<file path="src/rtl/bp_stream_host.sv">
// Host-side endpoint for the BedRock MMIO word stream: decodes (address, data)
// pairs into console TX/RX, finish and cycle-counter accesses.
module bp_stream_host #(
    parameter int          stream_data_width_p = 32,
    parameter logic [31:0] putchar_addr_p      = 32'h0010_1000,
    parameter logic [31:0] getchar_addr_p      = 32'h0010_0000,
    parameter logic [31:0] finish_addr_p       = 32'h0010_2000,
    parameter logic [31:0] cycle_addr_p        = 32'h0010_3000,
    parameter int          tx_els_p            = 4
) (
    input  logic                           clk_i,
    input  logic                           reset_n_i,
    input  logic                           stream_v_i,
    input  logic [stream_data_width_p-1:0] stream_data_i,
    output logic                           stream_yumi_o,
    output logic                           stream_v_o,
    output logic [stream_data_width_p-1:0] stream_data_o,
    input  logic                           stream_ready_i,
    output logic                           tx_v_o,
    output logic [7:0]                     tx_data_o,
    input  logic                           tx_yumi_i,
    input  logic                           rx_v_i,
    input  logic [7:0]                     rx_data_i,
    output logic                           rx_ready_o,
    output logic                           finish_o,
    output logic [7:0]                     finish_code_o
);
    localparam int ptr_w = $clog2(tx_els_p);
    localparam logic [ptr_w:0] tx_full_cnt = tx_els_p[ptr_w:0];

    typedef enum logic [1:0] {ADDR, DATA, RESP_LO, RESP_HI} state_e;

    state_e                         state_q, state_d;
    logic [stream_data_width_p-1:0] addr_q, addr_d;
    logic [63:0]                    resp_q, resp_d;
    logic [63:0]                    cycle_q, cycle_d;
    logic [7:0]                     tx_mem_q [tx_els_p];
    logic [7:0]                     tx_mem_d [tx_els_p];
    logic [ptr_w-1:0]               tx_wptr_q, tx_wptr_d, tx_rptr_q, tx_rptr_d;
    logic [ptr_w:0]                 tx_cnt_q, tx_cnt_d;
    logic                           rx_full_q, rx_full_d;
    logic [7:0]                     rx_data_q, rx_data_d;
    logic                           finish_q, finish_d;
    logic [7:0]                     finish_code_q, finish_code_d;

    logic tx_push, tx_pop, tx_full, rx_pop, rx_load, fin_set;

    assign tx_full = (tx_cnt_q == tx_full_cnt);
    assign tx_pop  = tx_yumi_i & (tx_cnt_q != '0);
    assign rx_load = rx_v_i & ~rx_full_q;

    // Pair decode; response words come only from registered state.
    always_comb begin
        state_d       = state_q;
        addr_d        = addr_q;
        resp_d        = resp_q;
        stream_yumi_o = 1'b0;
        tx_push       = 1'b0;
        rx_pop        = 1'b0;
        fin_set       = 1'b0;
        case (state_q)
            ADDR: begin
                stream_yumi_o = stream_v_i;
                if (stream_v_i) begin
                    addr_d  = stream_data_i;
                    state_d = DATA;
                end
            end
            DATA: begin
                if (addr_q == putchar_addr_p) begin
                    // A same-cycle pop frees the slot for this push.
                    stream_yumi_o = stream_v_i & (~tx_full | tx_pop);
                    tx_push       = stream_yumi_o;
                    if (stream_yumi_o) state_d = ADDR;
                end else begin
                    stream_yumi_o = stream_v_i;
                    if (stream_v_i) begin
                        if (addr_q == finish_addr_p) begin
                            fin_set = 1'b1;
                            state_d = ADDR;
                        end else if (addr_q == getchar_addr_p) begin
                            resp_d  = rx_full_q ? {56'b0, rx_data_q} : '1;
                            rx_pop  = rx_full_q;
                            state_d = RESP_LO;
                        end else if (addr_q == cycle_addr_p) begin
                            resp_d  = cycle_q;
                            state_d = RESP_LO;
                        end else begin
                            state_d = ADDR;
                        end
                    end
                end
            end
            RESP_LO: if (stream_ready_i) state_d = RESP_HI;
            RESP_HI: if (stream_ready_i) state_d = ADDR;
            default: state_d = ADDR;
        endcase
    end

    always_comb begin
        tx_mem_d  = tx_mem_q;
        tx_wptr_d = tx_wptr_q;
        tx_rptr_d = tx_rptr_q;
        if (tx_push) begin
            tx_mem_d[tx_wptr_q] = stream_data_i[7:0];
            tx_wptr_d           = tx_wptr_q + 1'b1;
        end
        if (tx_pop) tx_rptr_d = tx_rptr_q + 1'b1;
        tx_cnt_d = tx_cnt_q + {{ptr_w{1'b0}}, tx_push} - {{ptr_w{1'b0}}, tx_pop};

        rx_full_d = rx_full_q;
        rx_data_d = rx_data_q;
        if (rx_pop) rx_full_d = 1'b0;
        if (rx_load) begin
            rx_full_d = 1'b1;
            rx_data_d = rx_data_i;
        end

        finish_d      = finish_q | fin_set;
        finish_code_d = (fin_set & ~finish_q) ? stream_data_i[7:0] : finish_code_q;
        cycle_d       = cycle_q + 64'd1;
    end

    always_ff @(posedge clk_i or negedge reset_n_i) begin
        if (!reset_n_i) begin
            state_q       <= ADDR;
            addr_q        <= '0;
            resp_q        <= '0;
            cycle_q       <= '0;
            for (int i = 0; i < tx_els_p; i++) tx_mem_q[i] <= '0;
            tx_wptr_q     <= '0;
            tx_rptr_q     <= '0;
            tx_cnt_q      <= '0;
            rx_full_q     <= 1'b0;
            rx_data_q     <= '0;
            finish_q      <= 1'b0;
            finish_code_q <= '0;
        end else begin
            state_q       <= state_d;
            addr_q        <= addr_d;
            resp_q        <= resp_d;
            cycle_q       <= cycle_d;
            tx_mem_q      <= tx_mem_d;
            tx_wptr_q     <= tx_wptr_d;
            tx_rptr_q     <= tx_rptr_d;
            tx_cnt_q      <= tx_cnt_d;
            rx_full_q     <= rx_full_d;
            rx_data_q     <= rx_data_d;
            finish_q      <= finish_d;
            finish_code_q <= finish_code_d;
        end
    end

    assign stream_v_o    = (state_q == RESP_LO) | (state_q == RESP_HI);
    assign stream_data_o = (state_q == RESP_HI) ? resp_q[63:32] : resp_q[31:0];
    assign tx_v_o        = (tx_cnt_q != '0);
    assign tx_data_o     = tx_mem_q[tx_rptr_q];
    assign rx_ready_o    = ~rx_full_q;
    assign finish_o      = finish_q;
    assign finish_code_o = finish_code_q;
endmodule
</file>
<file path="config.mk">
export PLATFORM = sky130hd
export DESIGN_NAME = bp_stream_host
export DESIGN_NICKNAME = d
export VERILOG_FILES = /design/src/rtl/bp_stream_host.sv
export SDC_FILE = /design/constraint.sdc
export NUM_CORES = 1
export LEC_CHECK = 0
export CAP_MARGIN = 20
export CORE_MARGIN = 3
export CORE_UTILIZATION = 58
export DETAILED_ROUTE_END_ITERATION = 6
export PLACE_DENSITY = 0.8
export SLEW_MARGIN = 25
export SYNTH_ARGS = -nofsm -noshare
export SYNTH_HDL_FRONTEND = slang
export SYNTH_SLANG_ARGS = --single-unit
</file>
<file path="constraint.sdc">
create_clock -name clk_i -period 3.3 [get_ports clk_i]
set_clock_uncertainty 0.2 [all_clocks]
set_input_delay 0.66 -clock clk_i [delete_from_list [all_inputs] [get_ports clk_i]]
set_output_delay 0.66 -clock clk_i [all_outputs]
set_load 0.005 [all_outputs]
</file>
==> impl_metrics.toml, run 1 <==
[synthesis]
postSynthCellCount = 998
async_flop_share_pct = 100.0
synth_top_area_share_pct = 50.24
avgSynthCellArea_um2 = 10.93
ys_ff_latch = 219
ys.flop_type = "dfrtp_1"
synthTopCellsByArea = "dfrtp_1 (50%), mux2_2 (11%), a32oi_1 (4.5%)"
mappedNetlistArea_mm2 = 0.01091
synth_cell_types = 38
synth_edf_count = 0
synth_top_cell_by_area = "dfrtp_1"
synth_warnings = 0
syn_nets = 1052
yosysSeqAreaShare_pct = 50.24

[clock_tree]
cts_buffers = 23
cts_tree = "done"
htree_levels = 1
root_buffer = "clkbuf_16"
clkLatencyLatePin_ns = 0.51
cts.clk_slew.worst_paths_ns = 0.07
clock-sinks = 219
cts_buffer_depth = 3

[global_route]
grt_pass1_wl_mm = 42.99
antenna_found_initial = 1
track_usage_pct = 25.62
grt.overflow.total = 0
grt_pass1_vias = 8344
grt_max_degree = 86

[timing]
finalSetupTns_ns = 0
finalWorstSetupSlack_ns = 0.1232
setup_viol = 0
slew_headroom_pct = 41.94
fmax_ghz = 0.3148
worst_pin_slew_ns = 0.8691
fin_crit_sh_pct = 96.27
drv_slew = 0
min_period_ns = 3.177
hold_violations = 0

[run]
maxCapViolCount = 0

[critical_path]
worstSetupEndpointType = "primary output"
arrival_ns = 2.32
cp-start-kind = "flop"
cp_max_fo = 2
criticalPathCategory = "reg2out"
crit_required_ns = 2.44

[final_layout]
final_cell_mix = "dfrtp_1 (216), mux2_2 (105), clkdlybuf4s50_1 (96), nand2_1 (91), and3_1 (72)"
final_common_cell = "dfrtp_1"
syn2layout_area_growth_pct = 19.29
drive_gt1_share_pct = 19.14
nets = 1129

[placement]
place_ws_ns = -0.1741
place_congestion = 0.8239
io_buffers = 98
dpl.hpwl_mm = 16.28

[floorplan]
die_w_um = 143.1
core_mm2 = 0.01821
initial_utilization_pct = 59.91
die_area_mm2 = 0.02049
die_h_um = 143.1
io_pins = 99
rows = 49

[route]
wl_mm = 26.27
dr_total_vias = 8344
drcViolationCount = 0
drt_iter0_markers = 759
via_per_inst = 6.312
ant_nets = 0
drtPass1Iterations = 5
wl_per_cell_um = 19.87

[power_and_ir_drop]
p_per_area_mw_per_mm2 = 518.1
fin_total_pwr_mw = 6.741
ir_drop_uv = 418.2
p_leak_nw = 5.913

[hold_path]
hold_class = "reg2reg"

[status]
status = "completed"
state kept, by name, indices dropped and copies added, names as in the netlist, named ones only:
name / cells
state_q: 1
tx_rptr_q: 2
tx_wptr_q: 2
finish_code_o: 8
rx_data_q: 8
resp_q: 64
finish_o: 1
addr_q: 32
tx_cnt_q: 3
rx_full_q: 1
tx_mem_q: 32
cycle_q: 64
layout make-up:
class / instances / area [µm²]
clock inverter: 6 / 86.33
timing repair buffer: 131 / 1272
multi-input combinational: 676 / 5096
sequential: 219 / 5484
tap: 229 / 286.5
fill: 1256 / 5196
inverter: 24 / 90.09
clock buffer: 36 / 694.4
antenna: 1 / 2.502
routing by layer:
| layer | global-route usage [%] | up-vias | wire [µm] |
|---|---|---|---|
| met5 | 0 | - | 0 |
| met4 | 6.803 | 0 | 458 |
| met3 | 3.684 | 41 | 1243 |
| met2 | 41.72 | 265 | 12950 |
| met1 | 36.44 | 4205 | 11610 |
| li1 | - | 3833 | - |
cells by family (layout without fill, tap and decap cells):
kind of cell,Yosys count,count (layout),synth area share (%)
compound gates,191,191,12.22
xor+xnor,67,67,5.380
fa+ha+maj,8,8,0.9864
buf+inv,103,197,3.579
flops,219,219,50.24
mux,121,121,13.59
other cells,0,1,0
simple gates,289,289,14.01
cells in the mapped netlist (all sizes together) (22+ instances only):
cell type and count:
a21oi 56, a32oi 56, and3 72, clkbuf 69, dfrtp 219, inv 24
mux2 113, nand2 91, nand3 22, nand4 25, nor2 26, o211ai 56
xnor2 40, xor2 27
stage by stage:
stage | hold WS, ns | area [µm²] | util, % | instances
after global placement | 0.2542 | 12160 | 66.80 | 1275
after global routing | 0.2809 | 13010 | 71.46 | 1322
after floorplan | 0.1644 | 10910 | - | 998
final | 0.2604 | 13010 | 71.46 | 1322
after detailed placement | 0.2503 | 12160 | 66.80 | 1275
after CTS | 0.2677 | 13000 | 71.39 | 1320
power breakdown:
group,total [mW],internal (mW),switching [mW]
clock network,2.65,1.60,1.05
logic,1.06,0.434,0.631
registers,3.03,2.86,0.166
total,6.74,4.90,1.85
what timing repair did:
| item | CTS | global route |
|---|---|---|
| hold buffers | 1 | 0 |
| pin swaps | 4 | 1 |
| gates resized for setup | 6 | 1 |
| endpoints found under the setup margin | 1 | 2 |
| setup buffers | 2 | 1 |
| hold endpoints to repair | 81 | 0 |
worst max-delay path, stage by stage (launching register included):
cell,delay [ns]
dfrtp_1,0.38
nor4_1,0.35
nand4_1,0.21
buf_4,0.19
nor2_4,0.11
nand3_1,0.09
a21o_1,0.20
dlygate4sd2_1,0.27
final timing paths:
check	startpoint	endpoint	slack, ns	cells after the start
min reg2reg	cycle_q[63]	cycle_q[63]	0.26	1
max in group asynchronous	reset_n_i	cycle_q[30]	1.46	3
max	addr_q[26]	stream_yumi_o	0.12	7
max reg2reg	addr_q[26]	tx_cnt_q[2]	0.17	12
min	cycle_q[63]	cycle_q[63]	0.26	1
min in group asynchronous	reset_n_i	finish_code_o[1]	0.54	2
No activity file was read; power rests on OpenSTA's default activity.
==> run 2: changes to the inputs <==
==> constraint.sdc (replaced) <==
create_clock -name clk_i -period 3.3 [get_ports clk_i]
set_clock_uncertainty 0.2 [all_clocks]
set_input_delay 0.33 -clock clk_i [delete_from_list [all_inputs] [get_ports clk_i]]
set_output_delay 0.33 -clock clk_i [all_outputs]
set_load 0.005 [all_outputs]
==> impl_metrics.toml, run 2 (synthesis gave the netlist of run 1 again) <==
[power_and_ir_drop]
p_per_area_mw_per_mm2 = 519.7
p_leak_nw = 5.875
ir_drop_uv = 381.0

[global_route]
grt.busiest_layer = "met2"
met2_usage_pct = 39.91
grt.overflow.total = 0
grt_pass1_vias = 8091
track_usage_pct = 24.93
grt_pass1_wl_mm = 41.86
globalRouteMet1Util_pct = 36.40
grt_use_met3_pct = 3.081
antenna_found_initial = 0
grt_max_degree = 114

[clock_tree]
clkLatencyLatePin_ns = 0.51
post_cts_resized = 0
cts_buffer_depth = 3
clock-sinks = 219
cts.clk_slew.worst_paths_ns = 0.06
cts_tree = "done"
root_buffer = "clkbuf_16"
htree_levels = 1
cts_buffers = 24

[floorplan]
die_h_um = 143.1
die_area_mm2 = 0.02049
die_w_um = 143.1
core_mm2 = 0.01821
io_pins = 99
initial_utilization_pct = 59.91
rows = 49

[placement]
place_ws_ns = 0.1862
io_buffers = 98
place_congestion = 0.8404
dpl.hpwl_mm = 15.75

[critical_path]
cp-start-kind = "flop"
crit_required_ns = 2.77
cp_max_fo = 3
criticalPathCategory = "reg2out"
arrival_ns = 2.52
worstSetupEndpointType = "primary output"

[route]
wl_mm = 25.67
ant_nets = 0
drt_iter0_markers = 656
drtPass1Iterations = 5
via_per_inst = 6.234
drcViolationCount = 0
dr_total_vias = 8185
wl_per_cell_um = 19.55

[timing]
finalSetupTns_ns = 0
hold_violations = 0
min_period_ns = 3.052
slew_headroom_pct = 31.84
fmax_ghz = 0.3276
setup_viol = 0
finalWorstSetupSlack_ns = 0.2478
drv_slew = 0
worst_pin_slew_ns = 1.022
fin_crit_sh_pct = 92.49
rsz0062_at_grt = "false"

[final_layout]
drive_gt1_share_pct = 18.17
syn2layout_area_growth_pct = 18.40
final_cell_mix = "dfrtp_1 (217), mux2_2 (105), clkdlybuf4s50_1 (97), nand2_1 (91), and3_1 (72)"
nets = 1122
diodes = 0
fillerInstances = 1278
final_common_cell = "dfrtp_1"
reg_top3 = "cycle_q x64, resp_q x64"

[hold_path]
hold_class = "in2reg"

[status]
status = "completed"

[run]
maxCapViolCount = 0
run 2: cell count changes in the layout (fill, tap and decap cells not counted), moves of 2 or more:
cell,before,now
buf_4,29,22
clkbuf_16,23,25
nor4_1,9,12
nor4_2,4,2
run 2: area by class of cell:
class | instances | area (µm²) | area share, %
clock inverter | 4 | 45.04 | 0.3488
tap | 229 | 286.5 | 2.219
timing repair buffer | 123 | 1201 | 9.300
inverter | 24 | 90.09 | 0.6975
multi-input combinational | 676 | 5065 | 39.22
clock buffer | 38 | 744.5 | 5.764
sequential | 219 | 5483 | 42.45
run 2: worst max-delay path, cell delays in order, from the launching register on:
cell	delay, ns
dfrtp_1	0.37
nor4_1	0.40
nand4_1	0.22
buf_4	0.20
nor2_4	0.08
nand3_1	0.09
a21o_1	0.21
clkdlybuf4s50_1	0.45
run 2: layer usage:
layer  vias up  part of all wire, %  routed length [µm]
li1       3808                    -                   -
met1      4105                   46               11750
met2       226                   48               12320
met3        46                  4.0                1033
met4         0                  2.2                 567
met5         -                    0                   0
run 2: through the flow:
stage / total power, mW / area (µm²) / util [%] / cells / hold slack [ns]
after floorplan: 3.755 / 10910 / - / 998 / -0.1656
after CTS: 6.742 / 12900 / 70.83 / 1311 / 0.1721
final: 6.712 / 12910 / 70.93 / 1313 / 0.1745
after detailed placement: 4.092 / 12100 / 66.44 / 1268 / 0.1876
after global placement: 4.053 / 12100 / 66.44 / 1268 / 0.1915
after global routing: 6.985 / 12910 / 70.93 / 1313 / 0.1793
run 2: what timing repair did:
| item | CTS | global route |
|---|---|---|
| endpoints found under the setup margin | 0 | 1 |
| hold buffers | 1 | 0 |
| hold endpoints to repair | 86 | 0 |
| buffers inserted | 0 | 2 |
run 2: path summary, 6_finish.rpt:
| check | start | endpoint | slack [ns] | cells after the start |
|---|---|---|---|---|
| max | addr_q[0] | stream_yumi_o | 0.25 | 7 |
| min | rx_data_i[7] | rx_data_q[7] | 0.17 | 3 |
| max reg2reg | addr_q[18] | tx_cnt_q[2] | 0.28 | 11 |
| min reg2reg | cycle_q[63] | cycle_q[63] | 0.27 | 1 |
| max in group asynchronous | reset_n_i | rx_data_q[6] | 1.74 | 3 |
| min in group asynchronous | reset_n_i | tx_mem_q[8] | 0.22 | 2 |
run 2: report_power, final:
group / internal [mW] / switching (mW) / total [mW]
clock: 1.61 / 1.04 / 2.66
sequential: 2.86 / 0.153 / 3.01
combinational: 0.422 / 0.621 / 1.04
total: 4.90 / 1.82 / 6.71
==> run 3: changes to the inputs <==
- ABC_AREA: not set -> 1
==> impl_metrics.toml, run 3 <==
[status]
status = "completed"

[synthesis]
postSynthCellCount = 1306
yosysSeqAreaShare_pct = 49.41
synth_top_area_share_pct = 49.41
synth_common_cells = "nand2_1 (339), dfrtp_1 (219), inv_1 (112)"
syn_nets = 1360
mappedNetlistArea_mm2 = 0.01109
synth_top_cell_by_area = "dfrtp_1"
avgSynthCellArea_um2 = 8.492
async_flop_share_pct = 100.0
synth_cell_types = 36
ys.flop_type = "dfrtp_1"
synth_edf_count = 0
ys_ff_latch = 219
synth_most_common_cell = "nand2_1"
synth_warnings = 0
synthTopCellsByArea = "dfrtp_1 (49%), nand2_1 (11%), mux2_2 (6.0%)"

[global_route]
met2_usage_pct = 42.09
antenna_found_initial = 0
grt.busiest_layer = "met1"
grt_pass1_vias = 8863
grt.overflow.total = 0
grt_pass1_wl_mm = 46.27
grt_max_degree = 76
track_usage_pct = 27.90
grt_use_met3_pct = 4.960
globalRouteMet1Util_pct = 42.84

[route]
wl_per_cell_um = 17.23
drcViolationCount = 0
dr_total_vias = 9107
via_per_inst = 5.563
ant_nets = 0
wl_mm = 28.21
drt_iter0_markers = 737
drtPass1Iterations = 5

[clock_tree]
root_buffer = "clkbuf_16"
cts.clk_slew.worst_paths_ns = 0.06
htree_levels = 1
clkLatencyLatePin_ns = 0.51
clock-sinks = 219
cts_tree = "done"
cts_buffers = 23
cts_buffer_depth = 3
cts_post_setup_buffers_inserted = 0

[final_layout]
final_cell_mix = "nand2_1 (339), dfrtp_1 (219), inv_1 (112), nor2_1 (111), nand3_1 (98)"
nets = 1447
reg_top3 = "cycle_q x64, resp_q x64"
drive_gt1_share_pct = 10.23
diodes = 0
syn2layout_area_growth_pct = 17.10
final_cell_area_mm2 = 0.01299
final_common_cell = "nand2_1"
fillerInstances = 1466

[critical_path]
r2r_slack_ns = 0.60
r2r_cells = 14
cp_max_fo = 32
reg2reg_to = "tx_cnt_q[2]"
crit_required_ns = 2.77
worstSetupEndpointType = "primary output"
reg2reg_from = "addr_q[29]"
cp-start-kind = "flop"
arrival_ns = 2.32
criticalPathCategory = "reg2out"

[power_and_ir_drop]
p_per_area_mw_per_mm2 = 532.7
ir_drop_uv = 503.2
p_leak_nw = 6.211

[timing]
drv_slew = 0
rsz0062_at_grt = "false"
hold_violations = 0
min_period_ns = 2.849
setup_viol = 0
finalSetupTns_ns = 0
worst_pin_slew_ns = 0.8948
slew_headroom_pct = 40.14
fin_crit_sh_pct = 86.35
fmax_ghz = 0.3509

[floorplan]
rows = 49
die_w_um = 144.3
core_mm2 = 0.01839
die_h_um = 144.3
die_area_mm2 = 0.02082
initial_utilization_pct = 60.30
io_pins = 99

[placement]
place_congestion = 1.042
dpl.hpwl_mm = 20.46
place_area_mm2 = 0.01220
io_buffers = 98

[run]
maxCapViolCount = 0

[hold_path]
hold_class = "in2async"
## run 3: cell types whose count changed in the layout (fill, tap and decap cells not counted), moves of 72 or more
cell / delta
nor2_1: +87
o21ai_0: +72
nand2_1: +248
inv_1: +88
nand3_1: +76
and3_1: -72
## run 3: routing by layer
| metal | share of wire, % | routed length [µm] |
|---|---|---|
| met5 | 0 | 0 |
| met4 | 1.9 | 550 |
| met3 | 6.7 | 1884 |
| met2 | 45 | 12600 |
| met1 | 47 | 13170 |
## run 3: per-stage QoR
stage	instances	util, %	total power [mW]	setup slack [ns]	hold slack (ns)
floorplan	1306	-	3.880	0.6892	-0.1656
global placement	1596	66.33	4.294	0.4862	0.1970
detailed placement	1596	66.33	4.347	0.4372	0.2045
CTS	1637	70.61	6.967	0.4335	0.2049
global route	1637	70.61	7.275	0.3103	0.2226
finish	1637	70.61	6.918	0.4506	0.2099
## run 3: cells by family (layout without fill, tap and decap cells)
logic type               after synthesis  in the layout  share of synthesized area, %
XOR/XNOR                              59             59                         4.659
adder cells (fa/ha/maj)                8              8                        0.9702
flip-flops                           219            219                         49.41
AO/OA/AOI/OAI                        151            151                         6.949
buffers and inverters                167            269                         6.532
multiplexers                          59             59                         5.991
AND/OR/NAND/NOR                      643            643                         25.49
## run 3: how the worst max path moves through the flow
stage,depth (start not counted),start,slack [ns],to
2_1_floorplan,14,addr_q[31],0.69,tx_cnt_q[2]
3_3_place_gp,12,tx_yumi_i,0.49,tx_cnt_q[2]
3_5_place_dp,12,tx_yumi_i,0.44,tx_cnt_q[2]
4_1_cts,10,addr_q[20],0.43,stream_yumi_o
5_1_grt,10,addr_q[20],0.31,stream_yumi_o
6_report,4,state_q[0],0.45,stream_data_o[30]
## run 3: where the power goes
part	leakage, nW	internal, mW	switching, mW
sequential	2.95	2.92	0.151
combinational	2.88	0.529	0.695
clock	0.384	1.61	1.01
total	6.21	5.07	1.85
## run 3: repair_timing
action / CTS / global route
resized for setup: 0 / 0
hold endpoints to repair: 71 / 0
hold buffers: 1 / 0
## run 3: final cells by class
class / instances / area [µm²] / area share (%)
Timing Repair Buffer: 112 / 1117 / 8.603
Inverter: 117 / 439.2 / 3.381
Tap cell: 229 / 286.5 / 2.206
Multi-Input combinational cell: 920 / 4886 / 37.62
Clock inverter: 4 / 73.82 / 0.5684
Clock buffer: 36 / 704.4 / 5.424
Sequential cell: 219 / 5480 / 42.20
## run 3: worst max-delay path, cell delays in order (launching register included)
cell	delay (ns)
dfrtp_1	0.43
nand2_1	0.08
buf_4	0.40
mux2_2	0.42
clkdlybuf4s50_1	0.45
